## src/rtl/exp_sequencer_pkg.sv

```systemverilog
// Shared definitions for the EXP multi-cycle sequencer: FSM state encoding,
// the decoded opcode value and default sizing of the iteration counter.
package exp_sequencer_pkg;

  // Sequencer states; the encoding is also exported on the debug port.
  typedef enum logic [1:0] {
    ST_IDLE = 2'd0,
    ST_INIT = 2'd1,
    ST_RUN  = 2'd2,
    ST_DONE = 2'd3
  } exp_state_e;

  // Opcode the control unit decodes into the start request.
  localparam logic [3:0] EXP_OPCODE = 4'b0011;

  // Default number of datapath steps and counter width (2^CNT_W > ITERATIONS-1).
  localparam int unsigned DEF_ITERATIONS = 20;
  localparam int unsigned DEF_CNT_W      = 5;

endpackage : exp_sequencer_pkg

```

## src/rtl/exp_iter_counter.sv

```systemverilog
// Iteration counter for the EXP datapath: synchronous clear (priority over
// enable), enable-gated increment and a terminal-count flag for the last step.
module exp_iter_counter
  import exp_sequencer_pkg::*;
#(
  parameter int unsigned ITERATIONS = DEF_ITERATIONS,
  parameter int unsigned CNT_W      = DEF_CNT_W
) (
  input  logic             clk,
  input  logic             rst,
  input  logic             i_clr,
  input  logic             i_en,
  output logic [CNT_W-1:0] o_count,
  output logic             o_tc
);

  localparam logic [CNT_W-1:0] LP_LAST = CNT_W'(ITERATIONS - 1);

  logic [CNT_W-1:0] r_count;

  // Count register: clear wins over enable, asynchronous active-low reset.
  always_ff @(posedge clk or negedge rst) begin
    if (!rst) begin
      r_count <= '0;
    end else if (i_clr) begin
      r_count <= '0;
    end else if (i_en) begin
      r_count <= r_count + CNT_W'(1);
    end
  end

  assign o_count = r_count;
  assign o_tc    = (r_count == LP_LAST);

endmodule : exp_iter_counter

```

## src/rtl/exp_sequencer.sv

```systemverilog
// Multi-cycle sequencer for the iterative EXP unit in EXE. Issues one init
// pulse then ITERATIONS step enables, freezes the pipeline while the result is
// pending and pulses done for exactly one cycle when writeback may proceed.
// A flush, or start dropping during INIT/RUN, aborts the operation silently.
//
// Handshake: start is a level request held by the pipeline while the EXP
// instruction is frozen in EXE; the sequencer acknowledges by dropping freeze
// (wb_ready=1) together with a one-cycle done pulse. The pipeline must keep
// start high until that cycle; any earlier drop is treated as a kill.
module exp_sequencer
  import exp_sequencer_pkg::*;
#(
  parameter int unsigned ITERATIONS = DEF_ITERATIONS,
  parameter int unsigned CNT_W      = DEF_CNT_W
) (
  input  logic             clk,
  input  logic             rst,
  input  logic             start,
  input  logic             hold,
  input  logic             flush,
  output logic             iter_init,
  output logic             iter_en,
  output logic [CNT_W-1:0] iter_idx,
  output logic             busy,
  output logic             freeze,
  output logic             wb_ready,
  output logic             done,
  output logic [1:0]       dbg_state
);

  exp_state_e       r_state;
  exp_state_e       w_next_state;
  logic             w_abort;
  logic             w_step;
  logic             w_cnt_clr;
  logic             w_cnt_en;
  logic             w_tc;
  logic [CNT_W-1:0] w_count;

  // Kill condition for an operation in INIT or RUN: flush or a dropped request.
  assign w_abort   = flush | ~start;
  // One datapath step happens in RUN whenever not stalled and not killed.
  assign w_step    = (r_state == ST_RUN) & ~hold & ~w_abort;
  // The counter only carries a value while stepping; everywhere else it returns to 0.
  assign w_cnt_clr = (r_state != ST_RUN) | w_abort;
  // The last step leaves the count on ITERATIONS-1 so DONE still reports it.
  assign w_cnt_en  = w_step & ~w_tc;

  exp_iter_counter #(
    .ITERATIONS (ITERATIONS),
    .CNT_W      (CNT_W)
  ) u_iter_counter (
    .clk     (clk),
    .rst     (rst),
    .i_clr   (w_cnt_clr),
    .i_en    (w_cnt_en),
    .o_count (w_count),
    .o_tc    (w_tc)
  );

  // State register with asynchronous active-low reset to IDLE.
  always_ff @(posedge clk or negedge rst) begin
    if (!rst) begin
      r_state <= ST_IDLE;
    end else begin
      r_state <= w_next_state;
    end
  end

  // Next-state logic.
  always_comb begin
    w_next_state = r_state;
    case (r_state)
      ST_IDLE: begin
        if (start && !flush) begin
          w_next_state = ST_INIT;
        end
      end
      ST_INIT: begin
        w_next_state = w_abort ? ST_IDLE : ST_RUN;
      end
      ST_RUN: begin
        if (w_abort) begin
          w_next_state = ST_IDLE;
        end else if (w_step && w_tc) begin
          w_next_state = ST_DONE;
        end
      end
      ST_DONE: begin
        w_next_state = ST_IDLE;
      end
      default: begin
        w_next_state = ST_IDLE;
      end
    endcase
  end

  // Output decode; freeze is gated by reset so it is low while rst is asserted.
  always_comb begin
    iter_init = 1'b0;
    iter_en   = 1'b0;
    iter_idx  = w_count;
    busy      = 1'b0;
    freeze    = 1'b0;
    done      = 1'b0;
    dbg_state = r_state;
    case (r_state)
      ST_IDLE: begin
        freeze = rst & start & ~flush;
      end
      ST_INIT: begin
        busy      = 1'b1;
        iter_init = ~w_abort;
        freeze    = ~w_abort;
      end
      ST_RUN: begin
        busy    = 1'b1;
        iter_en = w_step;
        freeze  = ~w_abort;
      end
      ST_DONE: begin
        busy = 1'b1;
        done = ~flush;
      end
      default: begin
        busy = 1'b0;
      end
    endcase
    wb_ready = ~freeze;
  end

endmodule : exp_sequencer

```

## config.mk

```make
export PLATFORM = sky130hd
export DESIGN_NAME = exp_sequencer
export DESIGN_NICKNAME = d
export VERILOG_FILES = /design/src/rtl/exp_sequencer_pkg.sv /design/src/rtl/exp_iter_counter.sv /design/src/rtl/exp_sequencer.sv
export SDC_FILE = /design/constraint.sdc
export NUM_CORES = 1
export LEC_CHECK = 0
export ABC_AREA = 1
export CORE_UTILIZATION = 43
export DETAILED_ROUTE_END_ITERATION = 10
export DONT_BUFFER_PORTS = 1
export GPL_TIMING_DRIVEN = 0
export PLACE_DENSITY = 0.62
export SLEW_MARGIN = 20
export SYNTH_ARGS = -nofsm -noshare
export SYNTH_HDL_FRONTEND = slang
export SYNTH_SLANG_ARGS = --single-unit
```

## constraint.sdc

```tcl
create_clock -name clk -period 1.7 [get_ports clk]
set_input_delay 0.255 -clock clk [delete_from_list [all_inputs] [get_ports clk]]
set_output_delay 0.255 -clock clk [all_outputs]
set_load 0.005 [all_outputs]
```

==> summary.txt, run 1 <==
Outcome
  • Status: completed

STA
  • Period utilization: 0.931
  • Final setup violation count: 0
  • Clk_skew: 0.00896 ns
  • F_max: 0.632 GHz
  • Setup tns final: 0 ns
  • Slew HR: 0.783
  • Hold WS: 0.330 ns
  • Unrepaired setup endpoints after global routing: false
  • Max-slew violation count: 0
  • Tmin final: 1.58 ns
  • Worst slew pin tran: 0.324 ns
  • Final Worst Setup Slack: 0.118 ns
  • Final Hold Fails: 0

Route
  • DRT Pass-1 Iters: 2
  • Avg Vias per Cell: 4.92
  • Initial DRC count: 2
  • Drt total wl: 1000 um
  • Vias: 477
  • Routed WL per cell: 10.3 um
  • Antenna Nets Post-Route: 0
  • Post-route DRC: 0

Layout
  • Design area: 658 um2
  • Fill cells: 144
  • Share of layout cells above drive strength 1: 0.232
  • Ant diodes: 0
  • Final #Nets: 94
  • Final Util: 0.506
  • Layout Area Growth over Synthesis: 10.5%

Synth
  • Yosys cell types: 18
  • Prevailing post-synth register cell: dfrtp_1
  • Top cells by area, synth: dfrtp_1, ha_1, nand2_1
  • Yosys top cell area share: 0.294
  • Sequential area share after synthesis: 0.294
  • Cell area after synthesis: 596 um2
  • Synth cell count leaders: nand2_1, inv_1, nand3_1
  • Ys async rst share: 1.00
  • Gate Count Post-Synth: 77
  • Post-synth net total: 88
  • Leading area contributor after synthesis: dfrtp_1
  • Syn avg cell area: 7.73 um2
  • Most common cell in the netlist: nand2_1
  • Yosys warns: 0
  • Synthesized flop and latch total: 7
  • EDFF count, synth: 0

Clock tree
  • CTS buffer count: 3
  • CTS tree: done
  • Skew-Pair Late Insertion Delay: 0.25 ns
  • H-tree levels: 1
  • CTS clk-pin slew, worst paths: 0.05 ns
  • Setup bufs post-CTS: 0
  • Clock sinks: 7
  • Clock root buffer: clkbuf_4
  • Maximum clock path buffer count: 2

Place
  • RD Place Congestion: 0.765
  • IO buf count: 0
  • Post-detail-place hpwl: 784 um
  • Dpl ws: 0.226 ns
  • Cell Area, Placed: 614 um2

Worst setup path
  • Setup CP Type: flop to output port
  • Startpoint type of the worst setup path: flop
  • R2r worst-path depth: 7
  • CP Max Fanout: 6
  • R2R Path End: u_iter_counter.o_count[0]
  • R2R setup slack: 0.35 ns
  • R2R Path Start: dbg_state[0]
  • WP data required: 1.44 ns
  • Worst Setup End Kind: output port
  • Worst EP arrival: 1.33 ns

Global route
  • First-pass GRT wire length: 1560 um
  • Gr ovfl total: 0
  • Initial antenna violation count: 0
  • Vias in the first global route: 392
  • Largest net degree at the start of global routing: 10
  • Global Route Usage Sum: 0.153

Floorplanning
  • Row cnt: 13
  • Die ar.: 1540 um2
  • Die Ht: 39.2 um
  • Core ar.: 1300 um2
  • Ports: 18
  • Die width: 39.2 um
  • Initial Util: 0.458

Power
  • Worst vdd ir: 679 uV
  • Power density over the cells: 917 nW/um2
  • Pleak: 0.000370 uW

Job
  • Max cap viols: 0

Hold path
  • Hold crit path type: input pin to async pin
layout by cell type, fill, tap and decap left out:
cell type / Yosys / layout
ha_1: 6 / 6
dlygate4sd3_1: 0 / 1
nand4_1: 2 / 2
buf_6: 1 / 1
nand3_2: 1 / 1
nor2_1: 3 / 3
inv_2: 3 / 3
nor2_4: 1 / 1
nor3_2: 0 / 1
dfrtp_2: 0 / 2
clkbuf_1: 0 / 1
xnor2_1: 1 / 1
dfrtp_1: 7 / 5
o21ai_1: 2 / 2
inv_1: 11 / 11
nand2_4: 2 / 2
nand3_1: 10 / 10
a21oi_1: 2 / 2
nand2_2: 3 / 3
clkbuf_4: 0 / 3
nand2_1: 19 / 19
nor2_8: 2 / 2
sequential cells by signal, summed over array words and instances (netlist names):
name                    cells
u_iter_counter.o_count      5
dbg_state                   2
routing by layer:
| metal | share of wire | wire length (um) | track usage |
|---|---|---|---|
| met5 | 0 | 0 | 0 |
| met1 | 0.45 | 454 | 0.191 |
| met3 | 0.028 | 28 | 0.0520 |
| met4 | 0 | 0 | 0.0517 |
| met2 | 0.52 | 520 | 0.242 |
layout make-up:
class	instances	area (um2)	share of cell area
timing repair buffer	1	10.0	0.0152
inverter	14	52.6	0.0798
multi-input combinational	55	362	0.549
sequential	7	178	0.270
buffer	1	11.3	0.0171
tap	15	18.8	0.0285
clock buffer	4	26.3	0.0399
worst max-delay path, stage by stage, from the launching register on:
cell and delay, ns:
dfrtp_2 0.41, inv_1 0.08, ha_1 0.29, a21oi_1 0.16, nor3_2 0.07, inv_1 0.07
per-stage QoR:
| step | power, uW | instances |
|---|---|---|
| after floorplan | 403 | 77 |
| after global placement | 437 | 92 |
| after detailed placement | 445 | 92 |
| after CTS | 613 | 97 |
| after global routing | 662 | 97 |
| final | 603 | 97 |
report_power, final:
group	leakage [uW]	switching [uW]	total [uW]	internal (uW)
clock	0.0000150	59.7	149	89.5
sequential	0.0000929	37.3	229	192
combinational	0.000262	146	225	78.2
total	0.000370	243	603	360
what timing repair did:
action	4_1_cts	5_1_grt
setup endpoints to repair	1	1
hold buffers	1	0
endpoints found under the hold margin	7	0
gates resized for setup	1	2
worst max-delay path by stage:
stage                      start       end  slack, ns  cells after the start
floorplan           dbg_state[0]  wb_ready       0.35                      5
global placement    dbg_state[0]  wb_ready       0.26                      5
detailed placement  dbg_state[0]  wb_ready       0.23                      5
CTS                 dbg_state[0]  wb_ready       0.04                      5
global route        dbg_state[0]  wb_ready       0.01                      5
finish              dbg_state[0]  wb_ready       0.12                      5
cells by family (layout without fill, tap and decap cells):
family          count (synthesis)  after routing  synth area share
flops                           7              7             0.294
fa+ha+maj                       6              6             0.126
compound gates                  4              4            0.0336
buf+inv                        15             20             0.107
xor+xnor                        1              1            0.0147
simple gates                   44             44             0.424
No activity file was read; power rests on OpenSTA's default activity.
==> run 2, diff against run 1 <==
- BUFFER_PORTS_ARGS: default -> -buffer_cell sky130_fd_sc_hd__buf_2
- DONT_BUFFER_PORTS: 1 -> default
- PLACE_DENSITY: 0.62 -> 0.73
==> summary.txt, run 2 (same netlist as run 1, synthesis figures left out) <==
Clock tree
  • Maximum clock path buffer count: 2
  • Clock root buffer: clkbuf_4
  • Clock sinks: 7
  • CTS buffer count: 3
  • CTS tree: done
  • Skew-Pair Late Insertion Delay: 0.25 ns
  • H-tree levels: 1
  • CTS clk-pin slew, worst paths: 0.05 ns

Layout
  • Layout Area Growth over Synthesis: 29.4%
  • Most frequent cells in the layout: nand2_1, buf_2, inv_1, nand3_1, dfrtp_1
  • Ant diodes: 0
  • Final #Nets: 115
  • Max reg flops: 5
  • Share of layout cells above drive strength 1: 0.369
  • Commonest non-fill, non-tap cell in the layout: nand2_1

Route
  • Initial DRC count: 10
  • Routed WL per cell: 9.81 um
  • Drt total wl: 1160 um
  • Vias: 564
  • DRT Pass-1 Iters: 4
  • Post-route DRC: 0
  • Avg Vias per Cell: 4.78
  • Antenna Nets Post-Route: 0

Worst setup path
  • R2r worst-path depth: 8
  • CP Max Fanout: 4
  • R2R Path End: u_iter_counter.o_count[4]
  • WP data required: 1.44 ns
  • Setup CP Type: flop to output port
  • R2R setup slack: 0.37 ns
  • Startpoint type of the worst setup path: flop
  • CP startpoint: dbg_state[0]
  • Worst EP arrival: 1.35 ns
  • R2R Path Start: dbg_state[1]
  • Worst Setup End Kind: output port
  • CP endpoint: wb_ready

Floorplanning
  • Ports: 18
  • Row cnt: 13
  • Initial Util: 0.458
  • Die width: 39.2 um
  • Die Ht: 39.2 um
  • Core ar.: 1300 um2
  • Die ar.: 1540 um2

Outcome
  • Status: completed

Global route
  • Vias in the first global route: 435
  • Global Route Usage Sum: 0.178
  • Gr ovfl total: 0
  • Initial antenna violation count: 0
  • Largest net degree at the start of global routing: 10
  • First-pass GRT wire length: 1770 um

Place
  • IO buf count: 17
  • Post-detail-place hpwl: 820 um
  • RD Place Congestion: 0.808

STA
  • F_max: 0.623 GHz
  • Setup tns final: 0 ns
  • Max-slew violation count: 0
  • Unrepaired setup endpoints after global routing: false
  • Clk_skew: 0.00712 ns
  • Final setup violation count: 0
  • Slew HR: 0.772
  • Worst slew pin tran: 0.341 ns
  • Tmin final: 1.60 ns
  • Final Hold Fails: 0
  • Period utilization: 0.944

Power
  • Power density over the cells: 918 nW/um2
  • Int Power: 438 uW
  • Worst vdd ir: 756 uV
  • Clock network power share: 0.211
  • Sw Ratio: 0.380
  • Comb pwr share: 0.493
  • Total power: 707 uW
  • Psw: 269 uW
  • Pleak: 0.000475 uW
  • Reg power frac: 0.296

Job
  • Max cap viols: 0

Hold path
  • Hold crit path type: input pin to async pin
## run 2: cell types whose count changed in the layout (fill, tap and decap cells not counted), sizes merged
cell,previous run,this run
buf,1,22
## run 2: critical path, stage by stage, from the launching register on
cell,delay [ns]
dfrtp_1,0.39
inv_1,0.08
ha_1,0.28
a21oi_1,0.15
nor3_2,0.06
inv_1,0.05
buf_2,0.10
## run 2: routing by layer
metal | routed length (um) | part of all wire | GRT usage | vias to the layer above
met1 | 540 | 0.47 | 0.232 | 254
met2 | 564 | 0.49 | 0.254 | 9
li1 | - | - | - | 297
met3 | 27 | 0.023 | 0.0347 | 4
met5 | 0 | 0 | 0 | -
met4 | 25 | 0.022 | 0.129 | 0
## run 2: timing repair
item                                   in CTS  in global routing
gates resized for setup                     0                  1
setup endpoints to repair                   1                  2
endpoints found under the hold margin       7                  0
setup buffers                               4                  0
hold buffers                                1                  0
## run 2: through the flow
step | utilization | hold slack [ns] | instances | instance area (um2) | setup WS (ns)
floorplan | - | -0.0406 | 77 | 596 | 0.351
global placement | 0.538 | 0.100 | 109 | 699 | 0.288
detailed placement | 0.538 | 0.101 | 109 | 699 | 0.265
CTS | 0.588 | 0.446 | 118 | 766 | 0.0595
global route | 0.592 | 0.488 | 118 | 771 | 0.00661
finish | 0.592 | 0.448 | 118 | 771 | 0.0950
## run 2: layout make-up
type	count	area, um2
multi-input combinational	55	362
fill	130	531
clock buffer	4	26.3
inverter	14	52.6
timing repair buffer	22	125
buffer	1	11.3
tap	15	18.8
sequential	7	175
## run 2: power by group through the flow
stage                     registers [uW]  clock network [uW]  logic [uW]
after global routing                 213                 164         395
after detailed placement             225                   0         270
after floorplan                      221                   0         182
final                                209                 150         349
after CTS                            208                 157         346
after global placement               224                   0         266
## run 2: worst min-delay path by stage
stage,depth (start not counted),start,end
2_1_floorplan,0,rst,dbg_state[0]
3_3_place_gp,1,rst,u_iter_counter.o_count[2]
3_5_place_dp,1,rst,u_iter_counter.o_count[3]
4_1_cts,2,rst,u_iter_counter.o_count[2]
5_1_grt,2,rst,u_iter_counter.o_count[2]
6_report,2,rst,u_iter_counter.o_count[3]
==> run 3, diff against run 2 <==
- ABC_AREA: 1 -> default
- CORE_AREA: default -> 2 2 39 41
- CORE_UTILIZATION: 43 -> default
- DIE_AREA: default -> 0 0 41 43
- PLACE_DENSITY: 0.73 -> 0.68
==> summary.txt, run 3 <==
Outcome
  • Status: finished with violations
  • Failing checks: negative setup slack

Synth
  • Prevailing post-synth register cell: dfrtp_1
  • Synth cell count leaders: dfrtp_1, ha_1, inv_1
  • Synthesized flop and latch total: 7
  • Yosys top cell area share: 0.345
  • Gate Count Post-Synth: 55
  • Yosys cell types: 24
  • Post-synth net total: 66
  • EDFF count, synth: 0
  • Sequential area share after synthesis: 0.345
  • Cell area after synthesis: 508 um2
  • Top cells by area, synth: dfrtp_1, ha_1, inv_1
  • Syn avg cell area: 9.24 um2
  • Yosys warns: 0
  • Leading area contributor after synthesis: dfrtp_1
  • Ys async rst share: 1.00
  • Most common cell in the netlist: dfrtp_1

Route
  • Antenna Nets Post-Route: 0
  • Routed WL per cell: 12.4 um
  • Post-route DRC: 0
  • DRT Pass-1 Iters: 4
  • Vias: 506
  • Initial DRC count: 15
  • Avg Vias per Cell: 5.06
  • Drt total wl: 1240 um

STA
  • Worst slew pin tran: 0.342 ns
  • Unrepaired setup endpoints after global routing: true
  • Slew HR: 0.771
  • Final setup violation count: 2
  • Tmin final: 1.73 ns
  • Period utilization: 1.02
  • F_max: 0.577 GHz
  • Final Worst Setup Slack: -0.0333 ns
  • Max-slew violation count: 0
  • Final Hold Fails: 0
  • Hold WS: 0.382 ns
  • Clk_skew: 0.00248 ns

Clock tree
  • CTS buffer count: 3
  • Maximum clock path buffer count: 2
  • Clock root buffer: clkbuf_4
  • CTS clk-pin slew, worst paths: 0.05 ns
  • CTS tree: done
  • Clock sinks: 7
  • Skew-Pair Late Insertion Delay: 0.25 ns
  • H-tree levels: 1

Place
  • IO buf count: 16
  • Cell Area, Placed: 608 um2
  • Dpl ws: 0.0652 ns
  • Post-detail-place hpwl: 781 um
  • RD Place Congestion: 0.750

Job
  • Max cap viols: 0

Power
  • Reg power frac: 0.277
  • Worst vdd ir: 595 uV
  • Int Power: 485 uW
  • Comb pwr share: 0.519
  • Power density over the cells: 964 nW/um2
  • Psw: 245 uW
  • Clock network power share: 0.204
  • Total power: 730 uW
  • Pleak: 0.000362 uW
  • Sw Ratio: 0.335

Floorplanning
  • Ports: 18
  • Row cnt: 14
  • Core ar.: 1380 um2
  • Die Ht: 43 um
  • Die ar.: 1760 um2
  • Initial Util: 0.367
  • Die width: 41 um

Layout
  • Ant diodes: 0
  • Share of layout cells above drive strength 1: 0.464
  • Most frequent cells in the layout: buf_2, buf_4, dfrtp_1, nor2_1
  • Design area: 757 um2
  • Layout Area Growth over Synthesis: 49.0%
  • Commonest non-fill, non-tap cell in the layout: buf_2
  • Max reg flops: 5
  • Final #Nets: 96

Worst setup path
  • Worst EP arrival: 1.48 ns
  • WP data required: 1.44 ns
  • CP Max Fanout: 3
  • R2r worst-path depth: 4
  • Startpoint type of the worst setup path: flop
  • Setup CP Type: flop to output port
  • Worst Setup End Kind: output port

Hold path
  • Hold crit path type: input pin to flop
  • Hold Crit Depth: 4

Global route
  • Vias in the first global route: 455
  • Global Route Usage Sum: 0.165
  • Gr ovfl total: 0
  • Initial antenna violation count: 0
  • Largest net degree at the start of global routing: 11
  • First-pass GRT wire length: 1950 um
-- run 3: cell types whose count changed after synthesis, moves of 3 or more --
cell | before | now
inv_1 | 11 | 6
o21ai_0 | 0 | 3
or3_1 | 0 | 3
nand2_2 | 3 | 0
nand3_1 | 10 | 1
inv_2 | 3 | 0
nand2_1 | 19 | 2
-- run 3: critical path, stage by stage (launching register included) --
cell     delay (ns)
dfrtp_2        0.38
inv_2          0.06
ha_4           0.26
a21oi_2        0.03
or3_4          0.36
inv_2          0.05
buf_2          0.09
-- run 3: worst paths after layout --
kind,startpoint,to,slack [ns]
setup reg to reg,u_iter_counter.o_count[0],u_iter_counter.o_count[2],0.19
min in group asynchronous,rst,u_iter_counter.o_count[1],0.49
hold / removal,flush,dbg_state[0],0.38
max in group asynchronous,rst,dbg_state[1],0.94
hold reg to reg,u_iter_counter.o_count[1],u_iter_counter.o_count[1],0.59
setup / recovery,dbg_state[0],freeze,-0.03
-- run 3: per-layer routing --
metal | part of all wire | track usage | vias to the layer above | routed length, um
li1 | - | - | 255 | -
met1 | 0.44 | 0.218 | 228 | 546
met2 | 0.48 | 0.238 | 21 | 593
met3 | 0.069 | 0.0157 | 2 | 86
met4 | 0.011 | 0.120 | 0 | 14
met5 | 0 | 0 | - | 0
-- run 3: power groups by stage --
stage               clock network (uW)  logic [uW]  registers [uW]
floorplan                            0         118             210
global placement                     0         186             215
detailed placement                   0         191             213
CTS                                157         304             202
global route                       168         414             205
finish                             149         379             202
-- run 3: per-stage QoR --
stage | cells | utilization | setup TNS [ns]
2_1_floorplan | 55 | - | 0
3_3_place_gp | 87 | 0.439 | 0
3_5_place_dp | 87 | 0.439 | 0
4_1_cts | 97 | 0.511 | -0.105
5_1_grt | 100 | 0.547 | -0.219
6_report | 100 | 0.547 | -0.0603
-- run 3: layout make-up --
cell class	count	area, um2
fill	129	627
multi-input combinational	41	345
sequential	7	178
timing repair buffer	25	161
clock buffer	4	26.3
inverter	6	22.5
tap	16	20.0
buffer	1	3.75
-- run 3: logic make-up after synthesis --
logic type,synth area share
buffers and inverters,0.0517
AO/OA/AOI/OAI,0.135
adder cells (fa/ha/maj),0.148
XOR/XNOR,0.0345
AND/OR/NAND/NOR,0.286
flip-flops,0.345
-- run 3: what timing repair did --
item / in CTS / in global routing
hold endpoints to repair: 7 / 0
setup buffers: 5 / 3
hold buffers: 1 / 0
pin swaps: 2 / 2
gates resized for setup: 9 / 7
setup endpoints to repair: 3 / 3
